**config.mk**
```make
export PLATFORM = sky130hd
export DESIGN_NAME = clk_step_gen
export DESIGN_NICKNAME = d
export VERILOG_FILES = /design/src/rtl/clk_step_gen.sv
export SDC_FILE = /design/constraint.sdc
export NUM_CORES = 1
export LEC_CHECK = 0
export BUFFER_PORTS_ARGS = -buffer_cell sky130_fd_sc_hd__buf_4
export CORE_MARGIN = 2
export CORE_UTILIZATION = 65
export DETAILED_ROUTE_END_ITERATION = 10
export HOLD_SLACK_MARGIN = 0.12
export PLACE_DENSITY = 0.84
export REMOVE_ABC_BUFFERS = 1
export SYNTH_ARGS = -nofsm -noshare
export SYNTH_HDL_FRONTEND = slang
export SYNTH_SLANG_ARGS = --single-unit
```
**constraint.sdc**
```tcl
create_clock -name clk_in -period 18.71 [get_ports clk_in]
set_input_delay 1.871 -clock clk_in [delete_from_list [all_inputs] [get_ports clk_in]]
set_output_delay 1.871 -clock clk_in [all_outputs]
set_load 0.1 [all_outputs]
```
**src/rtl/clk_step_gen.sv**
```systemverilog
// Multi-channel clock divider with run / halt / single-step control,
// glitch-free divider reprogramming and a heartbeat output.
module clk_step_gen #(
    parameter  int unsigned NCH     = 2,
    parameter  int unsigned CW      = 32,
    parameter  int unsigned DEF_DIV = 1,
    parameter  int unsigned LED_DIV = 1,
    localparam int unsigned CHW     = (NCH > 1) ? $clog2(NCH) : 1
) (
    input  logic           clk_in,
    input  logic           reset,
    input  logic [1:0]     mode,
    input  logic           step_req,
    input  logic [7:0]     step_cnt,
    input  logic           cfg_valid,
    output logic           cfg_ready,
    input  logic [CHW-1:0] cfg_ch,
    input  logic [CW-1:0]  cfg_div,
    output logic [NCH-1:0] clk_out,
    output logic [NCH-1:0] tick,
    output logic           busy,
    output logic           led
);

    localparam int unsigned LED_N = (LED_DIV == 0) ? 1 : LED_DIV;
    localparam int unsigned LEDW  = (LED_N > 1) ? $clog2(LED_N) : 1;

    localparam logic [1:0] MODE_RUN  = 2'b00;
    localparam logic [1:0] MODE_STEP = 2'b10;

    typedef enum logic [1:0] {
        ST_RUN,
        ST_DRAIN,
        ST_HALTED,
        ST_STEP
    } state_t;

    state_t          r_state;
    state_t          w_state_nxt;
    logic [CW-1:0]   r_cnt  [NCH];
    logic [CW-1:0]   r_div  [NCH];
    logic [CW-1:0]   r_pdiv [NCH];
    logic [NCH-1:0]  r_pend;
    logic [NCH-1:0]  r_clk;
    logic [NCH-1:0]  r_tick;
    logic [7:0]      r_rem;
    logic            r_busy;
    logic            r_led;
    logic [LEDW-1:0] r_led_cnt;

    logic            w_en;
    logic [CW-1:0]   w_eff [NCH];
    logic [NCH-1:0]  w_wrap;
    logic            w_fall0;
    logic            w_rise0;
    logic            w_cfg_ready;
    logic            w_cfg_acc;
    logic            w_rem_load;
    logic            w_rem_dec;

    assign w_en    = (r_state != ST_HALTED);
    assign w_fall0 = w_wrap[0] & r_clk[0];
    assign w_rise0 = w_wrap[0] & ~r_clk[0];

    // Per-channel wrap detect; a programmed ratio of 0 behaves as 1
    always_comb begin
        for (int i = 0; i < NCH; i++) begin
            w_eff[i]  = (r_div[i] == '0) ? CW'(1) : r_div[i];
            w_wrap[i] = w_en && (r_cnt[i] == (w_eff[i] - CW'(1)));
        end
    end

    // Out-of-range channels never match, so they stay ready and are dropped
    always_comb begin
        w_cfg_ready = 1'b1;
        for (int i = 0; i < NCH; i++) begin
            if (cfg_ch == CHW'(i)) begin
                w_cfg_ready = ~r_pend[i];
            end
        end
    end

    assign w_cfg_acc = cfg_valid & w_cfg_ready;

    always_ff @(posedge clk_in or posedge reset) begin
        if (reset) begin
            r_state <= ST_RUN;
        end else begin
            r_state <= w_state_nxt;
        end
    end

    // Stopping only ever completes with clk_out[0] low; a rise in the
    // request cycle is drained like an already-high clock.
    always_comb begin
        w_state_nxt = r_state;
        w_rem_load  = 1'b0;
        w_rem_dec   = 1'b0;
        case (r_state)
            ST_RUN: begin
                if (mode != MODE_RUN) begin
                    w_state_nxt = (r_clk[0] || w_rise0) ? ST_DRAIN : ST_HALTED;
                end
            end
            ST_DRAIN: begin
                if (mode == MODE_RUN) begin
                    w_state_nxt = ST_RUN;
                end else if (w_fall0) begin
                    w_state_nxt = ST_HALTED;
                end
            end
            ST_HALTED: begin
                if (mode == MODE_RUN) begin
                    w_state_nxt = ST_RUN;
                end else if (step_req && (mode == MODE_STEP)) begin
                    w_state_nxt = ST_STEP;
                    w_rem_load  = 1'b1;
                end
            end
            default: begin
                if (mode == MODE_RUN) begin
                    w_state_nxt = ST_RUN;
                end else if (w_fall0) begin
                    w_rem_dec = 1'b1;
                    if (r_rem <= 8'd1) begin
                        w_state_nxt = ST_HALTED;
                    end
                end
            end
        endcase
    end

    always_ff @(posedge clk_in or posedge reset) begin
        if (reset) begin
            r_rem  <= 8'd0;
            r_busy <= 1'b0;
        end else begin
            r_busy <= (w_state_nxt == ST_STEP);
            if (w_rem_load) begin
                r_rem <= (step_cnt == 8'd0) ? 8'd1 : step_cnt;
            end else if (w_rem_dec) begin
                r_rem <= r_rem - 8'd1;
            end
        end
    end

    // New ratios take effect only at a wrap, so no phase is ever shortened
    always_ff @(posedge clk_in or posedge reset) begin
        if (reset) begin
            for (int i = 0; i < NCH; i++) begin
                r_cnt[i]  <= '0;
                r_div[i]  <= CW'(DEF_DIV);
                r_pdiv[i] <= '0;
            end
            r_pend <= '0;
            r_clk  <= '0;
            r_tick <= '0;
        end else begin
            for (int i = 0; i < NCH; i++) begin
                r_tick[i] <= w_wrap[i] & ~r_clk[i];
                if (w_wrap[i]) begin
                    r_cnt[i] <= '0;
                    r_clk[i] <= ~r_clk[i];
                    if (r_pend[i]) begin
                        r_div[i]  <= r_pdiv[i];
                        r_pend[i] <= 1'b0;
                    end
                end else if (w_en) begin
                    r_cnt[i] <= r_cnt[i] + CW'(1);
                end
                if (w_cfg_acc && (cfg_ch == CHW'(i))) begin
                    r_pend[i] <= 1'b1;
                    r_pdiv[i] <= cfg_div;
                end
            end
        end
    end

    always_ff @(posedge clk_in or posedge reset) begin
        if (reset) begin
            r_led     <= 1'b0;
            r_led_cnt <= '0;
        end else if (w_rise0) begin
            if (r_led_cnt == LEDW'(LED_N - 1)) begin
                r_led_cnt <= '0;
                r_led     <= ~r_led;
            end else begin
                r_led_cnt <= r_led_cnt + LEDW'(1);
            end
        end
    end

    assign cfg_ready = w_cfg_ready;
    assign clk_out   = r_clk;
    assign tick      = r_tick;
    assign busy      = r_busy;
    assign led       = r_led;

endmodule
```
==> impl_metrics.yaml, run 1 <==
status:
  outcome: "finished, final reports clean"
final_layout:
  nNetsFinal: 1216
  syn2layout_area_growth_pct: 11.4
  finalInstanceArea_sq_mm: 0.0131
  diodes: 0
  drive_gt1_share_pct: 21.3
logic_synthesis:
  syn_area_sq_mm: 0.0118
  synthAdderAreaFrac_pct: 0.637
  synth-simple-area-share_pct: 19.7
  ys_ff_latch: 210
  synth_top_family_by_area: "simple AND/OR/NAND/NOR gates"
  ys_async_sr_fraction_pct: 100
  synth_mux_area_share_pct: 14.5
  synth_xor_area_share_pct: 10.3
  synth_edf_count: 0
  yosys.area.top_type_share_pct: 44.2
  synth_top_flop_cell: "dfrtp_1"
  synth.most_common_cell: "dfrtp_1"
  synthTopCellsByCount: "dfrtp_1 (208), nor2_1 (122), mux2_2 (97), xnor2_1 (80), nand2_1 (65)"
  syn_inst: 1127
  ys.warnings.count: 0
  yosys.area.top_type: "dfrtp_1"
  synth_compound_area_share_pct: 7.61
  synthTopCellsByArea: "dfrtp_1 (44%), mux2_2 (9.3%), xnor2_1 (5.9%)"
  synth_cell_types: 76
  synth-seq-area-share_pct: 44.6
  synth_area_per_cell_sq_um: 10.5
pwr:
  fin_total_pwr_w: 0.00133
  power.leakage_nw: 5.90
  vdd_drop_max_mv: 0.105
  power.density_mw_per_mm2: 101
worst_setup_path:
  critPathLaunchType: "flop"
  cp_slowest_stage_delay_ns: 0.79
  cp_cell_sequence: "nor4_4 -> nand3_1 -> nor3_1 -> nor2_1 -> ha_1 -> xnor2_1 -> and2_1 -> o21ai_0 -> or3b_1 -> or4_1 -> nor4_1 -> and4_1 -> buf_4 -> nand2_1 -> buf_4 -> mux2_1"
  rrSetupSlack_ns: 13.08
  crit_fanout: 36
  rr_startpoint: "r_div[37]$_DFFE_PP0P_"
  cp_common_cell: "buf_4"
  rr_worst_depth: 16
  endpoint_kind: "flop"
  path_class: "flop to flop"
  crit_arrival_ns: 6.02
  crit_path_start: "r_div[37]$_DFFE_PP0P_"
  critPathCapture: "r_div[48]$_DFFE_PP0P_"
  worstPathRequired_ns: 19.11
  rr_endpoint: "r_div[48]$_DFFE_PP0P_"
  critPathSlowestCell: "nor4_4"
route:
  detail-route-antenna-nets: 0
  met1_length_um: 12800
  drtIter0Drc: 810
  vias: 8884
  highest_layer: "met4"
  met2WireLength_um: 13200
  first_pass_iters: 5
  met3_wirelength_um: 1610
  routed_via_density: 6.31
  routed_wl_um: 28300
  drc_errors: 0
  wire_per_inst_um: 20.1
floorplanning:
  io_pins: 54
  die_h_um: 139
  fp-row-count: 49
  dieArea_sq_mm: 0.0192
  fp.dieW_um: 139
  core_area_sq_mm: 0.0179
  start_util_pct: 65.8
timing:
  finalMaxSlewViolations: 0
  worstMarginPinSlew_ns: 1.00
  skew_ns: 0.0217
  rsz0062_at_grt: "no"
  maxSlewHeadroom_pct: 33.3
  post-route-period-util_pct: 30.1
  setup_viol_count_final: 0
  fmax_mhz: 178
  finalSetupTns_ns: 0
  hold_violations: 0
  layout_min_cycle_time_ns: 5.63
  setup_ws_ns: 13.08
  hold_slack_ns: 0.466
clocking:
  cts_hold_buffers: 0
  cts_buffers: 23
  clk_pin_slew_ns: 0.06
  cts_buffer_depth: 3
  root_buffer: "clkbuf_16"
  htreeDepth: 1
  clk_latency_ns: 0.52
  cts_num_sinks: 210
  post_cts_buffers: 0
  cts_tree: "done"
  cts_resized: 0
global_routing:
  grt_max_degree: 129
  antenna_found_initial: 0
  grt_pass1_wl_um: 46400
  grt_pass1_vias: 8754
  grt_overflow: 0
  grt_use_total_pct: 29.6
worst_hold_path:
  worstHoldPathType: "flop to flop"
run:
  drv_cap: 0
placement:
  place_hpwl_um: 20100
  dpl-instance-area_sq_mm: 0.0123
  port_buffers: 53
  gp_congestion: 1.04
  pre_cts_slack_ns: 13.12
critical path, delay by kind of cell, from the launching register on:
kind                     cells  cell delay, ns
AND/OR/NAND/NOR             10            3.29
buffers and inverters        2            0.60
flip-flops                   1            0.48
multiplexers                 1            0.38
adder cells (fa/ha/maj)      1            0.30
AO/OA/AOI/OAI                1            0.28
XOR/XNOR                     1            0.15
sequential cells by signal, indices dropped and copies added, names as in the netlist:
register  count
r_state       2
r_div        64
led           1
tick          2
r_cnt        64
clk_out       2
busy          1
r_pdiv       64
r_pend        2
r_rem         8
worst min path at each step:
stage,endpoint,cells past startpoint,startpoint
2_1_floorplan,r_div[46]$_DFFE_PP0P_,1,r_pdiv[46]$_DFFE_PP0P_
3_3_place_gp,led$_DFFE_PP0P_,1,led$_DFFE_PP0P_
3_5_place_dp,led$_DFFE_PP0P_,1,led$_DFFE_PP0P_
4_1_cts,led$_DFFE_PP0P_,1,led$_DFFE_PP0P_
5_1_grt,led$_DFFE_PP0P_,1,led$_DFFE_PP0P_
6_report,led$_DFFE_PP0P_,1,led$_DFFE_PP0P_
cell usage in the layout (no fill, tap or decap), types with 14 or more instances in the layout:
cell	n
dfrtp_1	208
nor2_1	122
mux2_2	97
xnor2_1	80
nand2_1	65
buf_4	62
xor2_1	58
nand3_1	45
nor3_1	37
mux2_4	30
inv_1	24
nand4_1	23
clkbuf_16	23
o21ai_0	20
a21oi_1	20
nor4_1	19
and3_1	18
mux2i_1	14
kinds of logic after synthesis:
| kind of cell | after synthesis |
|---|---|
| mux | 143 |
| xor+xnor | 138 |
| simple gates | 427 |
| compound gates | 127 |
| buf+inv | 76 |
| fa+ha+maj | 6 |
| flops | 210 |
layout make-up:
cell class | count | area, sq um
multi-input cells | 841 | 6220
flip-flops and latches | 210 | 5260
fillers | 1276 | 4780
clock buffers | 30 | 642
repair buffers | 62 | 465
well taps | 229 | 287
clock inverters | 12 | 155
inverters | 25 | 101
report_power, final:
part	leakage (nW)	switching (W)	internal (W)
clock network	0.393	0.000187	0.000285
logic	2.79	0.000120	0.000128
registers	2.72	0.0000741	0.000537
total	5.90	0.000381	0.000950
metrics by stage:
stage | cells | util, %
global route | 1409 | 73.3
finish | 1409 | 73.3
floorplan | 1076 | -
global placement | 1367 | 68.9
CTS | 1409 | 73.3
detailed placement | 1367 | 68.9
routing by layer:
metal  global-route usage, %  vias to the layer above
met5                       0                        -
met4                    6.86                        0
met3                    4.25                       53
met2                    46.5                      286
met1                    44.2                     4411
li1                        -                     4134
(Power assumes the default switching activity.)
==> inputs of run 2 (changes only) <==
- CORE_UTILIZATION: 65 -> 56
- PLACE_DENSITY: 0.84 -> 0.77
- clock period: 18.71 -> 4.7 ns (I/O delays scaled with it)
==> run 2 against run 1 <==
- sequential power grew to 3.9 times the previous value
- sequential share of layout area is 2.5 points lower
- routed wire length is 4.3% higher
- clock-buffer cell count is 3 higher
- first-iteration DRC count is 13% lower
- final area is 6.5% higher
- fmax is 23% higher
- highest routed layer unchanged
- worst setup slack worse by 13 ns
==> impl_metrics.yaml, run 2 (synthesis results as in run 1) <==
worst_setup_path:
  critPathLaunchType: "flop"
  crit_fanout: 32
  worstPathRequired_ns: 5.10
  path_class: "flop to flop"
  rr_worst_depth: 15
  endpoint_kind: "flop"
  crit_arrival_ns: 4.98
pwr:
  power.density_mw_per_mm2: 377
  fin_total_pwr_w: 0.00527
  vdd_drop_max_mv: 0.277
  power.leakage_nw: 6.40
floorplanning:
  die_h_um: 149
  dieArea_sq_mm: 0.0222
  io_pins: 54
  start_util_pct: 56.6
  fp-row-count: 53
  fp.dieW_um: 149
  core_area_sq_mm: 0.0208
clocking:
  cts_buffers: 23
  cts_tree: "done"
  htreeDepth: 1
  cts_buffer_depth: 3
  cts_num_sinks: 210
  clk_latency_ns: 0.53
  root_buffer: "clkbuf_16"
  clk_pin_slew_ns: 0.06
final_layout:
  finalInstanceArea_sq_mm: 0.0140
  multi_input_area_sq_mm: 0.00631
  reg_top3: "r_cnt: 64 flops, r_div: 64 flops, r_pdiv: 64 flops"
  nNetsFinal: 1313
  diodes: 0
  fin_util_pct: 67.1
  final_cell_mix: "dfrtp_1 (208), buf_4 (155), nor2_1 (121)"
  syn2layout_area_growth_pct: 18.6
  regArea_sq_mm: 0.00526
  drive_gt1_share_pct: 27.8
  mostFrequentLayoutCell: "dfrtp_1"
  fillCellCount: 1598
timing:
  finalMaxSlewViolations: 0
  fmax_mhz: 218
  skew_ns: 0.0106
  setup_ws_ns: 0.117
  layout_min_cycle_time_ns: 4.58
  maxSlewHeadroom_pct: 32.4
  worstMarginPinSlew_ns: 1.01
  post-route-period-util_pct: 97.5
  hold_violations: 0
  setup_viol_count_final: 0
  rsz0062_at_grt: "no"
  finalSetupTns_ns: 0
route:
  first_pass_iters: 5
  vias: 9277
  wire_per_inst_um: 19.1
  routed_via_density: 5.99
  detail-route-antenna-nets: 0
  drtIter0Drc: 703
  routed_wl_um: 29500
  drc_errors: 0
global_routing:
  grt_pass1_wl_um: 47300
  grt_overflow: 0
  grt_max_degree: 146
  grt_pass1_vias: 8853
  grt_use_total_pct: 26.7
  antenna_found_initial: 0
run:
  drv_cap: 0
placement:
  pre_cts_slack_ns: -0.0791
  port_buffers: 53
  gp_congestion: 0.969
  dpl-instance-area_sq_mm: 0.0132
  place_hpwl_um: 21300
worst_hold_path:
  worstHoldPathType: "input port to flop"
  whs_path_depth: 3
status:
  outcome: "finished, final reports clean"
run 2: cell count changes in the layout (fill, tap and decap cells not counted), moves of 3 or more:
cell and delta:
a2111oi_0 -3, nor4_1 -3, clkbuf_1 +3, buf_12 +4, buf_4 +93, a2111oi_2 +3
run 2: path summary, 6_finish.rpt:
check | start | end | slack [ns]
worst min register to register | clk_out[1]$_DFFE_PP0P_ | tick[1]$_DFF_PP0_ | 0.47
worst max-delay path | r_div[14]$_DFFE_PP0P_ | r_div[24]$_DFFE_PP0P_ | 0.12
min in group asynchronous | reset | r_pdiv[22]$_DFFE_PP0P_ | 0.19
max in group asynchronous | reset | r_div[4]$_DFFE_PP0P_ | 3.54
worst min-delay path | step_cnt[6] | r_rem[6]$_DFFE_PP0P_ | 0.15
worst max register to register | r_div[14]$_DFFE_PP0P_ | r_div[24]$_DFFE_PP0P_ | 0.12
run 2: layer usage:
layer  global-route usage, %  vias to the layer above  routed length (um)
met1                    39.9                     4530               13500
met5                       0                        -                   0
met2                    40.0                      363               13100
met4                    7.57                        0                 799
met3                    4.65                       55                2100
li1                        -                     4329                   -
run 2: area by class of cell:
| class | count | share of cell area [%] |
|---|---|---|
| clock buffers | 33 | 4.67 |
| clock inverters | 7 | 0.510 |
| inverters | 25 | 0.725 |
| multi-input cells | 841 | 45.1 |
| flip-flops and latches | 210 | 37.6 |
| well taps | 275 | 2.46 |
| repair buffers | 159 | 8.90 |
run 2: what timing repair did:
| item | CTS | global route |
|---|---|---|
| pin swaps | 0 | 2 |
| setup endpoints to repair | 32 | 90 |
| hold buffers | 0 | 0 |
| resized for setup | 3 | 16 |
| cloned | 0 | 0 |
| buffers inserted | 0 | 0 |
run 2: per-stage QoR:
stage / hold slack [ns] / std cells
2_1_floorplan: 0.454 / 1076
3_3_place_gp: 0.455 / 1510
3_5_place_dp: 0.462 / 1510
4_1_cts: 0.146 / 1550
5_1_grt: 0.167 / 1550
6_report: 0.155 / 1550
run 2: critical path: stages, from the launching register on:
cell and delay (ns):
dfrtp_1 0.37, or4_1 0.61, nor4_4 0.23, nand3_2 0.14
nor2_1 0.15, nor2_1 0.06, ha_1 0.30, xor2_1 0.19
o2111ai_1 0.18, a2111oi_2 0.40, o2111ai_1 0.19, a2111oi_2 0.35
o2111ai_2 0.21, or3b_2 0.52, buf_12 0.22, mux2_4 0.33
run 2: power breakdown:
group / switching, W / internal [W]
clock network: 0.000743 / 0.00102
logic: 0.000519 / 0.000577
registers: 0.000272 / 0.00214
